$ cat src/rtl/step_controller.sv
// Processor single-step / burst / free-run pulse generator driven by a debounced key strobe.
// StepEn and Busy are decoded from registered state only, so no input reaches them combinationally.
module step_controller #(
  parameter int unsigned CNT_W = 16,
  parameter int unsigned DIV_W = 23
) (
  input  logic             Clock,
  input  logic             Reset,
  input  logic             Strobe,
  input  logic [1:0]       Mode,
  input  logic [7:0]       BurstLen,
  output logic             StepEn,
  output logic             Busy,
  output logic [1:0]       State,
  output logic [CNT_W-1:0] StepCount
);

  localparam int unsigned REM_W = 8;

  typedef enum logic [1:0] {
    ST_IDLE  = 2'd0,
    ST_STEP  = 2'd1,
    ST_BURST = 2'd2,
    ST_FREE  = 2'd3
  } state_e;

  localparam logic [1:0] MODE_SINGLE = 2'b00;
  localparam logic [1:0] MODE_BURST  = 2'b01;
  localparam logic [1:0] MODE_FREE   = 2'b10;
  localparam logic [1:0] MODE_HALT   = 2'b11;

  localparam logic [DIV_W-1:0] DIV_ALL_ONES = {DIV_W{1'b1}};

  state_e           state_q, state_d;
  logic [REM_W-1:0] rem_q, rem_d;
  logic [DIV_W-1:0] div_q, div_d;
  logic [CNT_W-1:0] cnt_q, cnt_d;
  logic             step_en;

  // State register and datapath flops
  always_ff @(posedge Clock or posedge Reset) begin
    if (Reset) begin
      state_q <= ST_IDLE;
      rem_q   <= '0;
      div_q   <= '0;
      cnt_q   <= '0;
    end else begin
      state_q <= state_d;
      rem_q   <= rem_d;
      div_q   <= div_d;
      cnt_q   <= cnt_d;
    end
  end

  // Pulse decode from registered state only
  always_comb begin
    step_en = 1'b0;
    case (state_q)
      ST_STEP:  step_en = 1'b1;
      ST_BURST: step_en = 1'b1;
      ST_FREE:  step_en = (div_q == DIV_ALL_ONES);
      default:  step_en = 1'b0;
    endcase
  end

  // Next-state, burst remaining and free-run divider
  always_comb begin
    state_d = state_q;
    rem_d   = rem_q;
    div_d   = div_q;

    case (state_q)
      ST_IDLE: begin
        if (Strobe) begin
          case (Mode)
            MODE_SINGLE: state_d = ST_STEP;
            MODE_BURST: begin
              if (BurstLen != 8'd0) begin
                state_d = ST_BURST;
                rem_d   = BurstLen;
              end
            end
            MODE_FREE: begin
              state_d = ST_FREE;
              div_d   = '0;
            end
            MODE_HALT: state_d = ST_IDLE;
            default:   state_d = ST_IDLE;
          endcase
        end
      end

      ST_STEP: state_d = ST_IDLE;

      ST_BURST: begin
        rem_d = rem_q - REM_W'(1);
        // Abort leaves Remaining cleared so a later burst starts from a clean value
        if (Strobe) begin
          state_d = ST_IDLE;
          rem_d   = '0;
        end else if (rem_q == REM_W'(1)) begin
          state_d = ST_IDLE;
        end
      end

      ST_FREE: begin
        div_d = div_q + DIV_W'(1);
        if (Strobe) begin
          state_d = ST_IDLE;
          div_d   = '0;
        end
      end

      default: state_d = ST_IDLE;
    endcase
  end

  // Running total of issued steps, wrapping naturally
  always_comb begin
    cnt_d = cnt_q;
    if (step_en) begin
      cnt_d = cnt_q + CNT_W'(1);
    end
  end

  assign StepEn    = step_en;
  assign Busy      = (state_q != ST_IDLE);
  assign State     = state_q;
  assign StepCount = cnt_q;

endmodule
$ cat config.mk
export PLATFORM = sky130hd
export DESIGN_NAME = step_controller
export DESIGN_NICKNAME = d
export VERILOG_FILES = /design/src/rtl/step_controller.sv
export SDC_FILE = /design/constraint.sdc
export NUM_CORES = 1
export LEC_CHECK = 0
export ABC_CLOCK_PERIOD_IN_PS = 3650
export CORE_UTILIZATION = 40
export DETAILED_ROUTE_END_ITERATION = 16
export HOLD_SLACK_MARGIN = 0.08
export SLEW_MARGIN = 20
export SYNTH_ARGS = -nofsm -noshare
export SYNTH_HDL_FRONTEND = slang
export SYNTH_SLANG_ARGS = --single-unit
$ cat constraint.sdc
create_clock -name Clock -period 3.65 [get_ports Clock]
set_input_delay 1.095 -clock Clock [delete_from_list [all_inputs] [get_ports Clock]]
set_output_delay 1.095 -clock Clock [all_outputs]
set_load 0.005 [all_outputs]
==> out/metrics.yaml <==
clock_network:
  numCtsBuffers: 5
  cts_tree: "yes"
  cts-root-buf: "clkbuf_8"
  clock_latency_ns: 0.31
  clockBufferDepth: 2
  post-cts-setup-buffer-count: 0
  cts-resized-gates: 0
  h-tree-depth: 2
  clock-sinks: 49
  clk_pin_slew_ns: 0.10
  hold_buffers: 0
grt:
  grt_overflow: 0
  grt_max_degree: 50
  grt_antenna_before_repair: 0
  grt_pass1_wl_um: 9480
  grt_pass1_vias: 1994
  grt_use_total: 0.167
status:
  status: "finished clean"
synthesis:
  synth_nets: 305
  synth_compound_area_frac: 0.126
  synth.most_common_cell: "dfrtp_1"
  yosysWarnings: 0
  synth_cell_types: 40
  synth-xor-area-share: 0.0894
  syn_inst: 281
  yosys.area_share.simple: 0.233
  synth_top_family_by_area: "simple AND/OR/NAND/NOR gates"
  synthAdderAreaFrac: 0.0520
  muxShareOfSynthArea: 0.0118
  yosys_most_used_dff: "dfrtp_1"
  synth_edf_count: 0
  ys_seq_area_frac: 0.464
  avgSynthCellArea_sq_um: 9.41
  synth_commonest_cells: "49 x dfrtp_1, 33 x nor2_1, 27 x nand2_1"
  synth_top_area_cell: "dfrtp_1"
  synth.area.top_cells: "dfrtp_1 46%, xnor2_1 6.3%, ha_1 5.2%"
  ys_ff_latch: 49
  syn_area_sq_mm: 0.00265
  synth_top_area_share: 0.464
  synthArstFlopShare: 1.00
drt:
  ant_nets: 0
  first_pass_iters: 4
  vias: 2124
  drc: 0
  via_per_inst: 5.31
  drt_iter0_drc: 96
  routedWlPerCell_um: 13.6
  drt-total-wl_um: 5440
placed_design:
  place_area_sq_mm: 0.00310
  preCtsSetupSlack_ns: 0.590
  numPortBuffers: 32
  finalWeightedCongestion: 0.808
  dp_hpwl_um: 3900
pwr:
  vdd_drop_max_v: 0.000299
  pwr-share-seq: 0.415
  p_total_mw: 1.72
  sw_frac_of_total: 0.331
  power_frac_clock: 0.273
  combPwrFrac: 0.312
  netSwitchingPower_mw: 0.569
  power.internal_mw: 1.15
  pwr_density_cell_mw_per_mm2: 531
  p_leak_nw: 1.40
critical_path:
  start_kind: "flip-flop"
  required_ns: 2.55
  cp_max_fo: 5
  path_class: "flip-flop to output pin"
  cp.arrival_ns: 2.24
  endpoint_kind: "output pin"
final_layout:
  fin_nets: 346
  n_fill_cell: 557
  final_area_sq_mm: 0.00323
  seq_area_sq_mm: 0.00123
  areaGrowthSynthToFinish_pct: 22.2
  multi_input_comb_area_sq_mm: 0.00136
  drive_above_1_share: 0.0712
  antenna_cells: 0
floorplanning:
  chipWidth_um: 83.3
  start_util: 0.417
  num_io_pins: 33
  rows: 29
  die_y_um: 83.3
  core_area_sq_mm: 0.00635
  dieArea_sq_mm: 0.00694
sta:
  final.setup.tns_ns: 0
  maxSlewViolCount: 0
  finalCritPeriodShare: 0.914
  fmax_ghz: 0.300
  slew_headroom: 0.528
  rsz0062_at_grt: "no"
  hold_viol_final: 0
  finalClockSkew_ns: 0.00942
  worst_pin_slew_ns: 0.701
  setup_viol: 0
  min_period_ns: 3.33
  fin_ws_ns: 0.315
job:
  cap_violations: 0
hold_path:
  hp-class: "flip-flop to flip-flop"
==> registers in the layout, indices dropped and copies added (netlist names) <==
| signal | cells |
|---|---|
| div_q | 23 |
| StepCount | 16 |
| rem_q | 8 |
| State | 2 |
==> placed cells by master (no fill, tap or decap), types with 4 or more instances in the layout <==
cell type         n
inv_1            11
and3_1            6
clkbuf_8          5
nor2_1           33
nor3_1            5
nand4_1          11
or4_1             4
nor4_1            4
dfrtp_1          49
nand2_1          27
xnor2_1          19
buf_4             7
o21ai_0          24
clkdlybuf4s50_1  32
a21oi_1           7
nand3_1          18
xor2_1            8
ha_1             11
nor2b_1           4
==> worst max-delay path: stages, from the launching register on <==
cell	delay [ns]
dfrtp_1	0.44
nand4_2	0.15
or4_4	0.61
nor2_1	0.11
nor2_1	0.09
inv_1	0.07
clkdlybuf4s50_1	0.49
==> per-layer routing <==
metal	track usage	routed length [um]	vias up
li1	-	-	1091
met1	0.236	2820	989
met2	0.256	2380	38
met3	0.0348	174	6
met4	0.0517	63	0
met5	0	0	-
==> metrics by stage <==
| stage | std cells | hold WS [ns] | util |
|---|---|---|---|
| after floorplan | 281 | 0.460 | - |
| after global placement | 392 | 0.460 | 0.487 |
| after detailed placement | 392 | 0.470 | 0.487 |
| after CTS | 400 | 0.483 | 0.509 |
| after global routing | 400 | 0.491 | 0.509 |
| final | 400 | 0.475 | 0.509 |
==> power by group through the flow <==
stage | Clock [mW] | Combinational (mW) | Sequential (mW)
2_1_floorplan | 0 | 0.332 | 0.706
3_3_place_gp | 0 | 0.532 | 0.721
3_5_place_dp | 0 | 0.539 | 0.723
4_1_cts | 0.480 | 0.542 | 0.712
5_1_grt | 0.499 | 0.593 | 0.730
6_report | 0.470 | 0.536 | 0.712
==> cell type report <==
cell class | instances | area share
well taps | 77 | 0.0298
multi-input cells | 215 | 0.419
clock buffers | 5 | 0.0213
inverters | 12 | 0.0139
flip-flops and latches | 49 | 0.379
clock inverters | 3 | 0.0213
repair buffers | 39 | 0.115
==> final timing paths <==
check,from,to,slack [ns],cells past startpoint
setup / recovery,div_q[6]$_DFFE_PP0P_,StepEn,0.32,6
hold / removal,StepCount[15]$_DFFE_PP0P_,StepCount[15]$_DFFE_PP0P_,0.48,1
setup reg to reg,State[0]$_DFFE_PP0P_,div_q[20]$_DFFE_PP0P_,1.55,7
hold reg to reg,StepCount[15]$_DFFE_PP0P_,StepCount[15]$_DFFE_PP0P_,0.48,1
max in group asynchronous,Reset,rem_q[1]$_DFFE_PP0P_,1.97,3
min in group asynchronous,Reset,StepCount[15]$_DFFE_PP0P_,1.26,3
==> logic make-up (layout without fill, tap and decap cells) <==
logic type | count (synthesis) | in the layout
DFF | 49 | 49
and+or+nand+nor | 123 | 123
buffers and inverters | 17 | 59
muxes | 3 | 3
AOI/OAI and AO/OA | 51 | 51
adders and majority gates | 11 | 11
xor gates and xnor gates | 27 | 27
Note: power is estimated with default switching activity, not from simulation.
